**src/rtl/ifetch_queue.sv**
```systemverilog
// ifetch_queue: fetch-to-decode instruction queue.
// Accepts one PC per cycle from the fetch unit, issues a 1-cycle-latency
// instruction memory read, tags the response with PC/PC+4/fault flags and
// buffers it in a DEPTH-entry FIFO presented to decode via valid/ready.
// Faulted fetches skip the memory read and deliver NOP_INST instead.
// Optional feature: define IFQ_BYPASS_EN to forward a response straight to
// decode when the FIFO is empty (1-cycle PC-to-decode latency).
module ifetch_queue #(
    parameter int          XLEN     = 32,
    parameter int          DEPTH    = 2,
    parameter logic [31:0] NOP_INST = 32'h0000_0013
) (
    input  logic            i_clk,
    input  logic            i_rst,
    input  logic [XLEN-1:0] i_pc,
    input  logic [XLEN-1:0] i_pc_4,
    input  logic            i_fault_misaligned,
    input  logic            i_fault_access,
    input  logic            i_flush,
    output logic            o_stall,
    output logic            o_imem_req,
    output logic [XLEN-1:0] o_imem_addr,
    input  logic [31:0]     i_imem_rdata,
    output logic            o_valid,
    input  logic            i_ready,
    output logic [31:0]     o_inst,
    output logic [XLEN-1:0] o_pc,
    output logic [XLEN-1:0] o_pc_4,
    output logic            o_fault_misaligned,
    output logic            o_fault_access
);

    localparam int PW = $clog2(DEPTH);
    localparam int CW = $clog2(DEPTH + 1);

    // FIFO storage (data only, never reset)
    logic [31:0]     r_fifo_inst [DEPTH];
    logic [XLEN-1:0] r_fifo_pc   [DEPTH];
    logic [XLEN-1:0] r_fifo_pc_4 [DEPTH];
    logic            r_fifo_fm   [DEPTH];
    logic            r_fifo_fa   [DEPTH];

    // FIFO control
    logic [PW-1:0]   r_rd_ptr;
    logic [PW-1:0]   r_wr_ptr;
    logic [CW-1:0]   r_count;

    // In-flight slot: the fetch issued last cycle whose response arrives now
    logic            r_vld_p1;
    logic [XLEN-1:0] r_pc_p1;
    logic [XLEN-1:0] r_pc_4_p1;
    logic            r_fm_p1;
    logic            r_fa_p1;
    logic            r_flt_p1;

    logic            w_live;
    logic            w_empty;
    logic            w_byp;
    logic            w_pop;
    logic            w_pop_fifo;
    logic            w_push;
    logic            w_issue_ok;
    logic            w_issue;
    logic [CW:0]     w_occ;
    logic [31:0]     w_rsp_inst;

    // Stage p0 -> p1: fetch acceptance and memory request
    assign w_live      = !i_rst && !i_flush;
    assign w_empty     = (r_count == '0);
    assign w_rsp_inst  = r_flt_p1 ? NOP_INST : i_imem_rdata;

`ifdef IFQ_BYPASS_EN
    assign w_byp       = w_empty && r_vld_p1;
`else
    assign w_byp       = 1'b0;
`endif

    assign o_valid     = w_live && (!w_empty || w_byp);
    assign w_pop       = o_valid && i_ready;
    assign w_pop_fifo  = w_pop && !w_empty;
    // A bypassed response that decode takes this cycle never enters the FIFO
    assign w_push      = w_live && r_vld_p1 && !(w_byp && i_ready);

    // Occupancy after this cycle settles; cannot underflow since a pop
    // implies either a stored entry or a bypassed in-flight response.
    assign w_occ       = {1'b0, r_count} + (CW+1)'(r_vld_p1) - (CW+1)'(w_pop);
    assign w_issue_ok  = (w_occ < (CW+1)'(DEPTH));
    assign w_issue     = w_live && w_issue_ok;

    assign o_stall     = w_live && !w_issue_ok;
    assign o_imem_req  = w_issue && !i_fault_misaligned && !i_fault_access;
    assign o_imem_addr = i_pc;

    // Head-of-queue selection (FIFO head, or in-flight response when bypassing)
    always_comb begin
        o_inst             = r_fifo_inst[r_rd_ptr];
        o_pc               = r_fifo_pc[r_rd_ptr];
        o_pc_4             = r_fifo_pc_4[r_rd_ptr];
        o_fault_misaligned = r_fifo_fm[r_rd_ptr];
        o_fault_access     = r_fifo_fa[r_rd_ptr];
        if (w_byp) begin
            o_inst             = w_rsp_inst;
            o_pc               = r_pc_p1;
            o_pc_4             = r_pc_4_p1;
            o_fault_misaligned = r_fm_p1;
            o_fault_access     = r_fa_p1;
        end
    end

    // Stage p1 -> FIFO: control state; flush and reset both empty the queue
    always_ff @(posedge i_clk) begin
        if (i_rst || i_flush) begin
            r_rd_ptr <= '0;
            r_wr_ptr <= '0;
            r_count  <= '0;
            r_vld_p1 <= 1'b0;
        end else begin
            if (w_push)
                r_wr_ptr <= r_wr_ptr + PW'(1);
            if (w_pop_fifo)
                r_rd_ptr <= r_rd_ptr + PW'(1);
            r_count  <= r_count + CW'(w_push) - CW'(w_pop_fifo);
            r_vld_p1 <= w_issue;
        end
    end

    // Data capture: in-flight slot on issue, FIFO entry on push
    always_ff @(posedge i_clk) begin
        if (w_issue) begin
            r_pc_p1   <= i_pc;
            r_pc_4_p1 <= i_pc_4;
            r_fm_p1   <= i_fault_misaligned;
            r_fa_p1   <= i_fault_access;
            r_flt_p1  <= i_fault_misaligned || i_fault_access;
        end
        if (w_push) begin
            r_fifo_inst[r_wr_ptr] <= w_rsp_inst;
            r_fifo_pc[r_wr_ptr]   <= r_pc_p1;
            r_fifo_pc_4[r_wr_ptr] <= r_pc_4_p1;
            r_fifo_fm[r_wr_ptr]   <= r_fm_p1;
            r_fifo_fa[r_wr_ptr]   <= r_fa_p1;
        end
    end

endmodule

```
**config.mk**
```make
export PLATFORM = sky130hd
export DESIGN_NAME = ifetch_queue
export DESIGN_NICKNAME = d
export VERILOG_FILES = /design/src/rtl/ifetch_queue.sv
export SDC_FILE = /design/constraint.sdc
export NUM_CORES = 1
export LEC_CHECK = 0
export CAP_MARGIN = 0
export CORE_ASPECT_RATIO = 0.75
export CORE_MARGIN = 2
export CORE_UTILIZATION = 50
export DETAILED_ROUTE_END_ITERATION = 8
export PLACE_DENSITY_LB_ADDON = 0.15
export RECOVER_POWER = 50
export REMOVE_ABC_BUFFERS = 1
export SYNTH_ARGS = -nofsm -noshare
export SYNTH_HDL_FRONTEND = slang
export SYNTH_SLANG_ARGS = --single-unit
```
**constraint.sdc**
```tcl
create_clock -name i_clk -period 8.1 [get_ports i_clk]
set_clock_uncertainty 0.05 [all_clocks]
set_input_delay 2.43 -clock i_clk [delete_from_list [all_inputs] [get_ports i_clk]]
set_output_delay 2.43 -clock i_clk [all_outputs]
set_load 0.01 [all_outputs]
```
==> results of run 1 <==
==> state kept, by name, indices dropped and copies added (netlist names), named ones only <==
| register | count |
|---|---|
| r_count | 2 |
| r_fa_p1 | 1 |
| r_fifo_fa | 2 |
| r_fifo_fm | 2 |
| r_fifo_inst | 64 |
| r_fifo_pc | 64 |
| r_fifo_pc_4 | 64 |
| r_flt_p1 | 1 |
| r_fm_p1 | 1 |
| r_pc_4_p1 | 32 |
| r_pc_p1 | 32 |
| r_rd_ptr | 1 |
| r_vld_p1 | 1 |
| r_wr_ptr | 1 |
==> path summary, 6_finish.rpt <==
check | cells after the start | endpoint | start | slack (ns)
setup reg to reg | 2 | r_fifo_pc[1][26] | r_wr_ptr | 4.18
hold / removal | 0 | r_fifo_pc_4[0][3] | r_pc_4_p1[3] | 0.40
setup / recovery | 9 | o_imem_req | i_ready | 0.28
hold reg to reg | 0 | r_fifo_pc_4[0][3] | r_pc_4_p1[3] | 0.40
==> power by group through the flow <==
stage / registers [uW] / clock network, uW / logic, uW
after floorplan: 1590 / 0 / 32.4
after global placement: 1590 / 0 / 132
after detailed placement: 1600 / 0 / 133
after CTS: 1570 / 1170 / 135
after global routing: 1570 / 1220 / 132
final: 1570 / 1150 / 123
==> cells by family (layout without fill, tap and decap cells) <==
logic type,count (synthesis),count (layout),synth area share (%)
flip-flops,269,269,80.37
multiplexers,100,100,12.04
AND/OR/NAND/NOR,52,52,3.048
buffers and inverters,49,290,3.437
adder cells (fa/ha/maj),4,4,0.5770
XOR/XNOR,3,3,0.4014
AO/OA/AOI/OAI,2,2,0.1254
other,0,1,0
==> placed cells by master, fill, tap and decap left out, types with 2 or more instances in the layout <==
cell and count:
ha_1 3, mux2_4 20, clkbuf_1 9, bufinv_16 2
or2_2 4, clkbuf_16 27, edfxtp_1 263, inv_1 3
nor2_4 2, dfxtp_1 5, mux2_2 80, nor2_1 8
buf_4 5, nor3_1 2, dlygate4sd3_1 98, nor2b_1 29
clkinv_1 8, clkinv_2 4, clkdlybuf4s50_1 134
==> layer usage <==
layer | wire length, um | global-route usage [%] | vias up
met5 | 0 | 0 | -
met4 | 432 | 4.513 | 0
met3 | 1320 | 4.649 | 30
met2 | 8784 | 28.25 | 198
met1 | 8073 | 22.84 | 2400
li1 | - | - | 2253
==> area by class of cell <==
class / count / area share (%)
flip-flops and latches: 269 / 60.94
multi-input cells: 161 / 12.40
inverters: 3 / 0.08554
clock inverters: 14 / 0.8364
diodes: 1 / 0.01901
repair buffers: 239 / 17.98
clock buffers: 34 / 5.332
well taps: 253 / 2.405
==> worst max-delay path: stages <==
cell,delay (ns)
clkdlybuf4s50_1,0.41
o21ai_1,0.21
nor2_1,0.10
ha_1,0.29
nand2b_1,0.17
fa_1,0.54
or3b_4,0.43
nor3_1,0.19
clkdlybuf4s50_1,0.57
==> metrics by stage <==
stage | worst slack (ns) | total power [uW] | std cells | instance area [sq um] | util, %
CTS | 0.03501 | 2876 | 973 | 13180 | 67.80
finish | 0.2797 | 2839 | 974 | 13160 | 67.74
floorplan | 0.4933 | 1626 | 433 | 9644 | -
global route | 0.1522 | 2925 | 974 | 13160 | 67.74
global placement | 0.2712 | 1724 | 925 | 12360 | 63.62
detailed placement | 0.02945 | 1729 | 925 | 12360 | 63.62
==> flow_summary.json, run 1 <==
{
  "synthFlopType": "edfxtp_1",
  "nets": 807,
  "setup-violations-final": 0,
  "dieHeight_um": 126.3,
  "yosysUniqueCellTypes": 27,
  "antenna_found_initial": 1,
  "grtUsageTotal_pct": 17.12,
  "path_max_fanout": 4,
  "yosys-top-cells-count": "263 x edfxtp_1, 80 x mux2_2, 32 x buf_4, 29 x nor2b_1, 20 x mux2_4",
  "cts_sinks": 269,
  "via_per_inst": 5.011,
  "fin_crit_ns": 7.820,
  "fmax_mhz": 127.9,
  "row_count": 44,
  "syn_inst": 479,
  "p_per_area_nw_per_um2": 215.7,
  "switchingPower_uw": 539.0,
  "p_sw_share_pct": 18.99,
  "cts_tree": "yes",
  "clkTransAtPathRegs_ns": 0.06,
  "ioPinCount": 235,
  "netlist_area_sq_um": 9976,
  "end_kind": "output pin",
  "path_class": "input pin to output pin",
  "vdd_drop_max_v": 0.0001318,
  "grt-ovfl-total": 0,
  "io_buffers": 234,
  "clock_power_share_pct": 40.5,
  "core-area_sq_um": 19430,
  "cp_data_required_time_ns": 5.62,
  "yosysTopAreaCellShare_pct": 79.17,
  "start_util_pct": 51.33,
  "seqPwrFrac_pct": 55.2,
  "clk_latency_ns": 0.51,
  "drc": 0,
  "cp-start-kind": "input pin",
  "synth_top_area_cell": "edfxtp_1",
  "drt-initial-drc-count": 429,
  "relSlewSlack_pct": -112.7,
  "synth_edf_count": 263,
  "first_pass_iters": 4,
  "ys_warn_count": 0,
  "htreeDepth": 1,
  "grt_first_pass_wirelength_mm": 28.30,
  "rsz0062_at_grt": "false",
  "yosys-top-cells-area": "edfxtp_1 79%, mux2_2 9.0%, mux2_4 3.0%",
  "maxCapViolations": 1,
  "postSynthAreaPerCell_sq_um": 20.83,
  "seq_area_frac_synth_pct": 80.37,
  "async_reset_ff_share_pct": 0,
  "clock_path_buffers": 3,
  "hold_viol_final": 0,
  "cts_setup_buffers": 0,
  "area_growth_pct": 31.96,
  "synth.most_common_cell": "edfxtp_1",
  "multi_input_area_sq_um": 1633,
  "finalMaxSlewViolations": 67,
  "grt_max_degree": 68,
  "cts_buffers": 27,
  "wire_per_inst_um": 19.11,
  "cts_hold_buf": 0,
  "whs_ns": 0.3959,
  "num-fill-cells": 1311,
  "vias": 4881,
  "ant_nets": 0,
  "ys_ff_latch": 269,
  "hpwl_mm": 11.59,
  "drive_above_1_share_pct": 20.42,
  "die-width_um": 167.1,
  "tns_ns": 0,
  "root_buffer": "clkbuf_16",
  "post_cts_resize_count": 0,
  "fin_crit_sh_pct": 96.55,
  "internal-power_uw": 2300,
  "final-seq-area_sq_um": 8021,
  "wl_mm": 18.61,
  "status": "complete, but fails checks",
  "failed_checks": "max-capacitance violations, max-slew violations",
  "combPwrFrac_pct": 4.3,
  "min_path_type": "flop to flop",
  "p_leak_uw": 0.004427,
  "routabilityCongestion": 0.7732,
  "design.die.area_sq_um": 21110,
  "worst_pin_slew_ns": 3.191,
  "grt_pass1_vias": 5271,
  "arrival_ns": 5.34
}
Note: power is estimated with default switching activity, not from simulation.
==> run 2: changes to the inputs <==
--- a/config.mk
+++ b/config.mk
@@ -10,6 +10,7 @@
 export CORE_MARGIN = 2
 export CORE_UTILIZATION = 50
 export DETAILED_ROUTE_END_ITERATION = 8
+export MAX_ROUTING_LAYER = met4
 export PLACE_DENSITY_LB_ADDON = 0.15
 export RECOVER_POWER = 50
 export REMOVE_ABC_BUFFERS = 1
==> run 2 against run 1 <==
The run still ends with max-capacitance violations, max-slew violations left. Worst setup slack better by 0.0010 ns. First-iteration DRC count down 10%. Critical endpoint unchanged. Flip-flop and latch count unchanged. Worst hold slack worse by 0.00084 ns. Largest power group unchanged. Maximum frequency about the same.
==> flow_summary.json, run 2 (synthesized netlist as in run 1, its figures left out) <==
{
  "wl_mm": 18.59,
  "p_leak_uw": 0.004427,
  "drc": 0,
  "via_per_inst": 5.016,
  "maxCapViolations": 1,
  "layout_common_cells": "263 x edfxtp_1, 134 x clkdlybuf4s50_1, 98 x dlygate4sd3_1",
  "worst_pin_slew_ns": 3.170,
  "clock_power_share_pct": 40.5,
  "dpl-instance-area_sq_um": 12360,
  "grt_pass1_vias": 5276,
  "clkTransAtPathRegs_ns": 0.06,
  "routabilityCongestion": 0.7837,
  "crit_start": "i_ready",
  "max_stage_delay_ns": 0.57,
  "drt-initial-drc-count": 384,
  "failed_checks": "max-capacitance violations, max-slew violations",
  "r2r-end": "r_fifo_pc_4[1][10]",
  "grtUsageTotal_pct": 17.67,
  "tns_ns": 0,
  "min_path_type": "flop to flop",
  "clk_latency_ns": 0.51,
  "area_growth_pct": 31.96,
  "multi_input_area_sq_um": 1633,
  "dieHeight_um": 126.3,
  "drive_above_1_share_pct": 20.42,
  "root_buffer": "clkbuf_16",
  "internal-power_uw": 2300,
  "ant_nets": 0,
  "ioPinCount": 235,
  "die-width_um": 167.1,
  "grt-ovfl-total": 0,
  "whs_ns": 0.3951,
  "cp_data_required_time_ns": 5.62,
  "switchingPower_uw": 538.1,
  "path_max_fanout": 4,
  "cts_sinks": 269,
  "antenna_found_initial": 1,
  "cts_setup_buffers": 0,
  "clock_path_buffers": 3,
  "final-seq-area_sq_um": 8021,
  "cts_buffers": 27,
  "setup-violations-final": 0,
  "rsz0062_at_grt": "false",
  "end_kind": "output pin",
  "core-area_sq_um": 19430,
  "reg2reg_slack_ns": 4.20,
  "final_cell_area_sq_um": 13160,
  "seqPwrFrac_pct": 55.2,
  "reg2regPathDepth": 2,
  "crit_top_cell": "clkdlybuf4s50_1",
  "first_pass_iters": 4,
  "row_count": 44,
  "fmax_mhz": 127.9,
  "cp-start-kind": "input pin",
  "path_cells": "clkdlybuf4s50_1 -> o21ai_1 -> nor2_1 -> ha_1 -> nand2b_1 -> fa_1 -> or3b_4 -> nor3_1 -> clkdlybuf4s50_1",
  "status": "complete, but fails checks",
  "start_util_pct": 51.33,
  "design.die.area_sq_um": 21110,
  "endpoint": "o_imem_req",
  "fin_crit_ns": 7.819,
  "path_class": "input pin to output pin",
  "combPwrFrac_pct": 4.3,
  "p_per_area_nw_per_um2": 215.6,
  "wire_per_inst_um": 19.09,
  "vdd_drop_max_v": 0.0001314,
  "layout_commonest_cell": "edfxtp_1",
  "r2r_start": "r_wr_ptr",
  "nets": 807,
  "arrival_ns": 5.34,
  "finalMaxSlewViolations": 67,
  "htreeDepth": 1,
  "num-fill-cells": 1311,
  "hpwl_mm": 11.59,
  "fin_crit_sh_pct": 96.53,
  "cts_tree": "yes",
  "slowest_stage": "clkdlybuf4s50_1",
  "relSlewSlack_pct": -111.4,
  "hold_viol_final": 0,
  "cts_hold_buf": 0,
  "grt_first_pass_wirelength_mm": 28.26,
  "grt_max_degree": 68,
  "io_buffers": 234,
  "reg_top3": "r_fifo_inst x64, r_fifo_pc x64, r_fifo_pc_4 x64",
  "vias": 4886,
  "p_sw_share_pct": 18.96
}
==> run 2: what timing repair did <==
action	4_1_cts	5_1_grt
resized for setup	0	4
endpoints found under the setup margin	0	1
hold endpoints to repair	0	0
==> run 2: final cells by class <==
cell class	instances	share of cell area (%)
antenna	1	0.01901
multi-input combinational	161	12.40
inverter	3	0.08554
clock buffer	34	5.332
tap	253	2.405
clock inverter	14	0.8364
sequential	269	60.94
timing repair buffer	239	17.98
==> run 2: worst min-delay path by stage <==
stage	start	to	slack (ns)	cells after the start
finish	r_pc_4_p1[3]	r_fifo_pc_4[1][3]	0.40	0
detailed placement	r_pc_4_p1[7]	r_fifo_pc_4[1][7]	0.38	0
CTS	r_pc_4_p1[7]	r_fifo_pc_4[0][7]	0.39	0
global route	r_pc_4_p1[18]	r_fifo_pc_4[0][18]	0.40	0
global placement	r_pc_4_p1[7]	r_fifo_pc_4[0][7]	0.37	0
floorplan	r_fa_p1	r_fifo_fa[0]	0.37	0
==> run 2: metal layers <==
metal	global-route usage, %	up-vias	share of wire (%)
li1	-	2252	-
met1	23.49	2404	44
met2	28.25	200	47
met3	3.869	30	6.4
met4	4.361	0	2.2
met5	-	-	0
==> run 2: stage by stage <==
| stage | instances | utilization [%] | setup slack, ns | power (uW) |
|---|---|---|---|---|
| 3_3_place_gp | 925 | 63.62 | 0.2712 | 1724 |
| 3_5_place_dp | 925 | 63.62 | 0.02945 | 1729 |
| 5_1_grt | 974 | 67.74 | 0.1622 | 2925 |
| 2_1_floorplan | 433 | - | 0.4933 | 1626 |
| 6_report | 974 | 67.74 | 0.2807 | 2838 |
| 4_1_cts | 973 | 67.80 | 0.03501 | 2876 |
==> run 2: critical path: cells and delay by family <==
| family | cells | cell delay [ns] |
|---|---|---|
| buffers and inverters | 2 | 1.04 |
| AOI/OAI and AO/OA | 1 | 0.14 |
| adders and majority gates | 2 | 0.78 |
| and+or+nand+nor | 4 | 0.95 |
==> run 2: power groups by stage <==
stage	clock, uW	sequential [uW]	combinational [uW]
floorplan	0	1590	32.4
CTS	1170	1570	135
global placement	0	1590	132
global route	1220	1570	132
finish	1150	1570	123
detailed placement	0	1600	133
==> run 3: changes to the inputs <==
--- a/config.mk
+++ b/config.mk
@@ -7,7 +7,7 @@
 export LEC_CHECK = 0
 export CAP_MARGIN = 0
 export CORE_ASPECT_RATIO = 0.75
-export CORE_MARGIN = 2
+export CORE_MARGIN = 4
 export CORE_UTILIZATION = 50
 export DETAILED_ROUTE_END_ITERATION = 8
 export MAX_ROUTING_LAYER = met4
==> run 3 against run 2 <==
The flow still finishes with violations (max-capacitance violations, max-slew violations). Cell area decreased by 0.38%. Combinational power about the same. Global-route usage is 1.2 points lower. Core utilization decreased by 0.45 points. Critical endpoint unchanged. Worst hold slack worse by 0.0016 ns. Largest cell class unchanged. Clock power is 7% lower. Register-to-register slack improved by 0.44 ns. Via count down 2.2%. First-iteration DRC count down 23%. Non-clock buffer count increased by 1.
==> flow_summary.json, run 3 (synthesized netlist as in run 1, its figures left out) <==
{
  "fin_crit_sh_pct": 99.04,
  "hpwl_mm": 11.96,
  "ioPinCount": 235,
  "htreeDepth": 1,
  "min_path_type": "flop to flop",
  "failed_checks": "max-capacitance violations, max-slew violations",
  "drt-initial-drc-count": 296,
  "end_kind": "output pin",
  "tns_ns": 0,
  "grt_pass1_vias": 5165,
  "multi_input_area_sq_um": 1628,
  "dieHeight_um": 130.3,
  "p_leak_uw": 0.004418,
  "nets": 806,
  "grt-ovfl-total": 0,
  "vdd_drop_max_v": 0.0001587,
  "cp-start-kind": "input pin",
  "reg_top3": "r_fifo_inst x64, r_fifo_pc x64, r_fifo_pc_4 x64",
  "wire_per_inst_um": 19.00,
  "die-width_um": 171.1,
  "wl_mm": 18.41,
  "fmax_mhz": 124.7,
  "status": "complete, but fails checks",
  "clk_latency_ns": 0.49,
  "cts_buffers": 25,
  "finalMaxSlewViolations": 93,
  "cts_tree": "yes",
  "rsz0062_at_grt": "false",
  "layout_commonest_cell": "edfxtp_1",
  "via_per_inst": 4.933,
  "path_class": "input pin to output pin",
  "cp_data_required_time_ns": 5.62,
  "ant_nets": 0,
  "arrival_ns": 5.54,
  "drive_above_1_share_pct": 20.28,
  "setup-violations-final": 0,
  "utilization_pct": 67.29,
  "fin_crit_ns": 8.022,
  "area_growth_pct": 31.46,
  "clock_path_buffers": 3,
  "row_count": 44,
  "cts_sinks": 269,
  "start_util_pct": 51.19,
  "design.die.area_sq_um": 22300,
  "grt_first_pass_wirelength_mm": 27.62,
  "core-area_sq_um": 19490,
  "hold_viol_final": 0,
  "num-fill-cells": 1334,
  "power_uw": 2765,
  "vias": 4780,
  "drc": 0,
  "relSlewSlack_pct": -75.56,
  "maxCapViolations": 2,
  "worst_pin_slew_ns": 2.633,
  "first_pass_iters": 4,
  "final-seq-area_sq_um": 8021,
  "antenna_found_initial": 1,
  "p_per_area_nw_per_um2": 210.9,
  "root_buffer": "clkbuf_16",
  "clkTransAtPathRegs_ns": 0.06,
  "routabilityCongestion": 0.7799,
  "io_buffers": 234,
  "grt_max_degree": 70,
  "layout_common_cells": "263 x edfxtp_1, 135 x clkdlybuf4s50_1, 98 x dlygate4sd3_1",
  "path_max_fanout": 6,
  "grtUsageTotal_pct": 16.46
}
==> run 3: path summary, 6_finish.rpt <==
check                   start                to  slack, ns  cells after the start
hold reg to reg   r_pc_p1[23]  r_fifo_pc[1][23]       0.39                      0
setup / recovery        i_rst        o_imem_req       0.08                      9
hold / removal    r_pc_p1[23]  r_fifo_pc[1][23]       0.39                      0
setup reg to reg     r_vld_p1  r_fifo_pc[0][14]       4.64                      3
==> run 3: power breakdown <==
part | switching [uW] | internal [uW] | total, uW | leakage (uW)
registers | 11.7 | 1550 | 1570 | 0.00246
logic | 49.9 | 74.9 | 125 | 0.00159
clock network | 450 | 624 | 1070 | 0.000370
==> run 3: layout make-up <==
type,instances,area share (%)
clock buffers,29,4.885
inverters,3,0.08587
well taps,253,2.414
diodes,1,0.01908
flip-flops and latches,269,61.17
repair buffers,240,18.19
clock inverters,13,0.8205
multi-input cells,161,12.41
==> run 3: critical path, stage by stage <==
cell	delay (ns)
clkdlybuf4s50_1	0.53
or2_4	0.31
nor2_1	0.13
ha_1	0.24
nand2b_1	0.17
fa_1	0.53
or3b_4	0.42
nor3_1	0.21
clkdlybuf4s50_1	0.57
==> run 3: stage by stage <==
| step | instance area (sq um) | cells | setup WS, ns | hold WS (ns) |
|---|---|---|---|---|
| after global placement | 12370 | 926 | 0.2812 | 0.3718 |
| after global routing | 13110 | 969 | 0.03521 | 0.4006 |
| after detailed placement | 12370 | 926 | 0.05459 | 0.3797 |
| after CTS | 13120 | 968 | 0.06135 | 0.3916 |
| final | 13110 | 969 | 0.07784 | 0.3935 |
| after floorplan | 9644 | 433 | 0.4933 | 0.3715 |
==> run 3: per-layer routing <==
| layer | vias up | global-route usage, % | part of all wire [%] |
|---|---|---|---|
| li1 | 2245 | - | - |
| met3 | 22 | 4.846 | 8.0 |
| met2 | 188 | 26.13 | 47 |
| met5 | - | - | 0 |
| met1 | 2325 | 21.48 | 43 |
| met4 | 0 | 3.540 | 1.5 |
==> run 3: what timing repair did <==
item | 4_1_cts | 5_1_grt
hold buffers | 0 | 0
resized for setup | 0 | 3
buffers inserted | 0 | 0
setup endpoints to repair | 0 | 1
